**src/rtl/atm_session_ctrl.sv**
```systemverilog
// atm_session_ctrl: user-side session controller that drives cardhandling (card latch, PIN check, shadow-balance operations)
module atm_session_ctrl #(
   parameter int card_width     = 6,
   parameter int password_width = 16,
   parameter int balance_width  = 20,
   parameter int users_num      = 10,
   parameter int max_attempts   = 3,
   parameter int timeout_cycles = 1000
) (
   input  logic                      clk,
   input  logic                      rst,
   input  logic                      card_inserted,
   input  logic [card_width-1:0]     card_id,
   input  logic [password_width-1:0] pin_entry,
   input  logic                      pin_valid,
   input  logic [1:0]                op_code,
   input  logic [balance_width-1:0]  amount,
   input  logic                      op_valid,
   input  logic                      cancel,
   input  logic [balance_width-1:0]  balance,
   input  logic                      wrong_psw,
   output logic [card_width-1:0]     card_number,
   output logic                      card_in,
   output logic [password_width-1:0] password_input,
   output logic                      op_done,
   output logic [balance_width-1:0]  updated_balance,
   output logic [balance_width-1:0]  balance_out,
   output logic                      op_ok,
   output logic                      insufficient,
   output logic                      overflow,
   output logic                      invalid_card,
   output logic                      card_ejected,
   output logic                      card_retained
);
   localparam int tw = $clog2(timeout_cycles + 1);
   localparam int aw = $clog2(max_attempts + 1);
   localparam logic [tw-1:0] t_last = tw'(timeout_cycles - 1);
   localparam logic [aw-1:0] a_max = aw'(max_attempts);
   typedef enum logic [3:0] {IDLE, WAIT_PIN, CHECK, EVAL, MENU, EXEC, WRITE, EJECT, RETAIN} state_t;
   state_t state, state_next;
   logic                     card_prev, card_rise, card_ok;
   logic [tw-1:0]            timer;
   logic [aw-1:0]            attempts, attempts_inc;
   logic [balance_width-1:0] shadow, new_bal, amount_r, result;
   logic [1:0]               op_r;
   logic [balance_width:0]   sum;
   logic                     wd_ok, dep_ok, accept, timed_out;
   // next-state decode, operation arithmetic and session outputs
   always_comb begin
      card_rise       = card_inserted & ~card_prev;
      card_ok         = 32'(card_id) < 32'(users_num);
      attempts_inc    = attempts + aw'(1);
      timed_out       = timer == t_last;
      sum             = {1'b0, shadow} + {1'b0, amount_r};
      wd_ok           = amount_r <= shadow;
      dep_ok          = ~sum[balance_width];
      accept          = (op_r == 2'b00) | ((op_r == 2'b01) & wd_ok) | ((op_r == 2'b10) & dep_ok);
      result          = (op_r == 2'b01) ? shadow - amount_r : (op_r == 2'b10) ? sum[balance_width-1:0] : shadow;
      card_in         = (state == CHECK) | (state == EVAL) | (state == MENU) | (state == EXEC) | (state == WRITE);
      op_done         = state == WRITE;
      updated_balance = (state == WRITE) ? new_bal : shadow;
      balance_out     = shadow;
      op_ok           = (state == EXEC) & accept;
      insufficient    = (state == EXEC) & (op_r == 2'b01) & ~wd_ok;
      overflow        = (state == EXEC) & (op_r == 2'b10) & ~dep_ok;
      card_ejected    = state == EJECT;
      card_retained   = state == RETAIN;
      state_next      = state;
      case (state)
         IDLE:     state_next = card_rise ? (card_ok ? WAIT_PIN : EJECT) : IDLE;
         WAIT_PIN: state_next = cancel ? EJECT : pin_valid ? CHECK : timed_out ? EJECT : WAIT_PIN;
         CHECK:    state_next = EVAL;
         EVAL:     state_next = !wrong_psw ? MENU : (attempts_inc == a_max) ? RETAIN : WAIT_PIN;
         MENU:     state_next = cancel ? EJECT : op_valid ? (op_code == 2'b11 ? EJECT : EXEC) : timed_out ? EJECT : MENU;
         EXEC:     state_next = accept ? WRITE : MENU;
         WRITE:    state_next = MENU;
         default:  state_next = IDLE;
      endcase
   end
   // state register
   always_ff @(posedge clk or negedge rst) begin
      if (!rst) state <= IDLE;
      else      state <= state_next;
   end
   // card edge detect, idle timer and attempt counter
   always_ff @(posedge clk or negedge rst) begin
      if (!rst) begin
         card_prev    <= 1'b0;
         invalid_card <= 1'b0;
         timer        <= '0;
         attempts     <= '0;
      end else begin
         card_prev    <= card_inserted;
         invalid_card <= (state == IDLE) & card_rise & ~card_ok;
         timer        <= (state == state_next && (state == WAIT_PIN || state == MENU)) ? timer + tw'(1) : '0;
         if (state == IDLE) attempts <= '0;
         else if (state == EVAL && wrong_psw) attempts <= attempts_inc;
      end
   end
   // latched card, PIN and pending operation
   always_ff @(posedge clk or negedge rst) begin
      if (!rst) begin
         card_number    <= '0;
         password_input <= '0;
         op_r           <= '0;
         amount_r       <= '0;
      end else begin
         if (state == IDLE && card_rise) card_number <= card_id;
         if (state == WAIT_PIN && !cancel && pin_valid) password_input <= pin_entry;
         if (state == MENU && !cancel && op_valid) begin
            op_r     <= op_code;
            amount_r <= amount;
         end
      end
   end
   // shadow balance: cleared when idle, loaded after a good PIN, updated on write-back
   always_ff @(posedge clk or negedge rst) begin
      if (!rst) begin
         shadow  <= '0;
         new_bal <= '0;
      end else begin
         if (state == EXEC) new_bal <= result;
         shadow <= (state == IDLE) ? '0 : (state == EVAL && !wrong_psw) ? balance : (state == WRITE) ? new_bal : shadow;
      end
   end
endmodule

```
**config.mk**
```make
export PLATFORM = sky130hd
export DESIGN_NAME = atm_session_ctrl
export DESIGN_NICKNAME = d
export VERILOG_FILES = /design/src/rtl/atm_session_ctrl.sv
export SDC_FILE = /design/constraint.sdc
export NUM_CORES = 1
export LEC_CHECK = 0
export CORE_UTILIZATION = 54
export CTS_BUF_LIST = sky130_fd_sc_hd__clkbuf_8
export CTS_CLUSTER_DIAMETER = 40
export DETAILED_ROUTE_END_ITERATION = 8
export PLACE_DENSITY = 0.83
export SLEW_MARGIN = 30
export SYNTH_ARGS = -nofsm -noshare
export SYNTH_HDL_FRONTEND = slang
export SYNTH_SLANG_ARGS = --single-unit
```
**constraint.sdc**
```tcl
create_clock -name clk -period 3.85 [get_ports clk]
set_input_delay 0.385 -clock clk [delete_from_list [all_inputs] [get_ports clk]]
set_output_delay 0.385 -clock clk [all_outputs]
set_load 0.01 [all_outputs]
```
==> run metrics <==
routability cong. 0.925; Die ar. 13400 sq um; Fin Clk Skew 13.9 ps; Max Slew Vio Count 0; Reg-to-Reg End new_bal[19]; antenna violations before repair 0; Peak Freq 0.274 GHz; remaining global-route overflow 0; Avg Inst Size Synth 9.21 sq um; WP data required 3460 ps; Top FF cell, synth dfrtp_1; chip height 116 um; n_diodes 0; storage element area 2550 sq um; clk slew on worst S/H paths 100 ps; dpl cells 1044; Seq/Total Area, Yosys 0.364; leakage power 4.06 nW; share of the synthesized area in the top cell type 0.364; number of flops mapped to enable cells by yosys 0; outcome finished clean; crit share post-route 0.947; Vias/cell 6.12; CTS max path bufs 2; sw frac 0.466; Rows 41; Nets 1002; P_int 3.85 mW; R2R depth 9; synthesized net count 875; area of the multi-input gates 4160 sq um; power share of the sequential group 0.261; mapped cell area 7000 sq um; Comb pwr share 0.646; drt pass-1 iters 8; Die W 116 um; Post-DRT Antenna Nets 0; cell accounting for the most synthesized area dfrtp_1; Cell variety after synth 83; minimum clock period 3650 ps; Crit Path Category reg -> out; relative slew slack 0.461; IO Port Bufs 140; area post-placement 8580 sq um; Power Dens Cells 815 nW/um^2; Ys Warns 0; Iteration-0 DRC Markers 405; final hold viol count 0; initial core utilization 0.555; DRC Markers 0; CP cell instances inv_1, ha_1, fa_2, nor2b_1, o31ai_2, nand2_1, a41o_1, a21oi_2, a31oi_2, o31ai_2, nand3_1, dlygate4sd2_1; Tightest Pin Transition 808 ps; Synth-to-Final Area Change 26.4%; r2r setup slk 630 ps; largest net degree at the start of global routing 61; most frequent CP cell o31ai_2; Cells after Synth 760; Hold WS 313 ps; share of flip-flops with an asynchronous set or reset 1.00; Filler cells 1038; Max-cap violations 0; #FFs+latches synth 102; via count 6509; RSZ-0062 raised after global routing no; Finished Layout Cells 1064; core box area 12600 sq um; CTS root buf clkbuf_8; count of final setup violators 0; CTS tree yes; Routed WL 20300 um; Synth area leaders dfrtp_1 36%, mux2_2 10%, ha_1 7.5%; Worst-Skew Late Latency 400 ps; detailed placement HPWL 15000 um; Switching Power 3.36 mW; number of global-route vias before repair 6513; final instance area 8850 sq um; first-pass GRT wire length 32200 um; HP Class in -> async; CP max-delay cell dfrtp_1; CP Max Fanout 4; Setup Total Neg Slack 0 ps; R2R Path Start balance_out[5]; clock share of power 0.093; Peak supply drop 434 uV; Worst EP arrival 3260 ps; H-tree levels 3; GRT Overall Usage 0.311; IO Count 141; CTS buffer count 9; CP max stage delay 420 ps; Clock Sinks 102; CP Launch Type flop; share of cells above drive strength 1 0.148; CP Capture Type output pin; wire per inst 19.1 um
logic make-up after synthesis:
group,after synthesis,synth area share
mux,86,0.134
fa+ha+maj,44,0.0808
xor+xnor,12,0.0150
compound gates,191,0.194
flops,102,0.364
buf+inv,88,0.0497
simple gates,237,0.162
worst max-delay path by stage:
stage / endpoint / startpoint / depth (start not counted) / slack, ps
after detailed placement: op_ok / balance_out[2] / 10 / 210
after floorplan: new_bal[19] / balance_out[11] / 9 / 910
after global routing: op_ok / balance_out[7] / 10 / 80
after CTS: insufficient / balance_out[0] / 12 / 40
final: op_ok / balance_out[0] / 12 / 200
after global placement: op_ok / balance_out[2] / 10 / 310
metal layers:
| metal | track usage | vias to the layer above | share of wire |
|---|---|---|---|
| met5 | 0 | - | 0 |
| met1 | 0.380 | 3194 | 0.41 |
| met3 | 0.0554 | 48 | 0.074 |
| met2 | 0.543 | 280 | 0.50 |
| met4 | 0.120 | 0 | 0.025 |
| li1 | - | 2987 | - |
worst max-delay path, delay by kind of cell (launching register included):
family	cells	cell delay (ps)
AO/OA/AOI/OAI	5	1220
adder cells (fa/ha/maj)	2	430
flip-flops	1	420
buffers and inverters	2	390
AND/OR/NAND/NOR	3	390
what timing repair did:
action                                  CTS  global route
cloned                                    0             0
endpoints found under the setup margin    3             3
buffers inserted                          1             2
hold endpoints to repair                  2             0
gates resized for setup                   8             5
hold buffers                              1             0
pin swaps                                 3             2
placed cells by master, fill, tap and decap left out, drive strengths merged, types with 22 or more instances in the layout:
master	synthesis	final
clkdlybuf4s50	0	136
dfrtp	102	102
nor2	97	97
mux2	62	62
nand2	53	53
inv	42	46
ha	42	42
a21oi	41	41
o21ai	30	30
mux2i	24	24
buf	16	22
stage by stage:
step	utilization	setup slack, ps	total power [mW]
after floorplan	-	915	4.79
final	0.701	203	7.21
after CTS	0.699	38.3	7.14
after detailed placement	0.680	207	6.40
after global routing	0.701	77.9	7.73
after global placement	0.680	308	6.24
final cells by class:
type	count	area share
multi-input cells	570	0.470
flip-flops and latches	102	0.288
repair buffers	162	0.179
well taps	172	0.0243
inverters	42	0.0178
clock buffers	9	0.0140
clock inverters	7	0.00721
state kept, by name, indices dropped and copies added (netlist names):
signal and cells:
card_number 6, attempts 2, timer 10, card_prev 1, new_bal 20, balance_out 20
invalid_card 1, state 4, amount_r 20, op_r 2, password_input 16
cells in the mapped netlist, drive strengths merged (3+ instances only):
cell type  number
o41ai           4
or3             3
a211oi         13
o22ai           4
nor2           97
xor2            4
a2111oi         3
a221oi          7
mux2           62
nor3b           3
a22o            3
nand2b         10
or4             3
a31o            3
o211ai          8
ha             42
nand2          53
nor4            4
xnor2           8
o2111ai         3
mux2i          24
nand3b          5
buf            16
a21o           19
o21a            7
o31ai           6
clkbuf         30
a21oi          41
or2             4
inv            42
nand4           5
o21ai          30
a31oi           9
dfrtp         102
nor3           18
a21boi          3
a211o           3
nand3          13
nor2b          10
power by group through the flow:
stage | Combinational [mW] | Sequential [mW] | Clock (mW)
6_report | 4.66 | 1.88 | 0.673
5_1_grt | 5.07 | 1.94 | 0.726
4_1_cts | 4.57 | 1.88 | 0.688
3_5_place_dp | 4.50 | 1.90 | 0
3_3_place_gp | 4.38 | 1.85 | 0
2_1_floorplan | 2.94 | 1.85 | 0
Note: power is estimated with default switching activity, not from simulation.
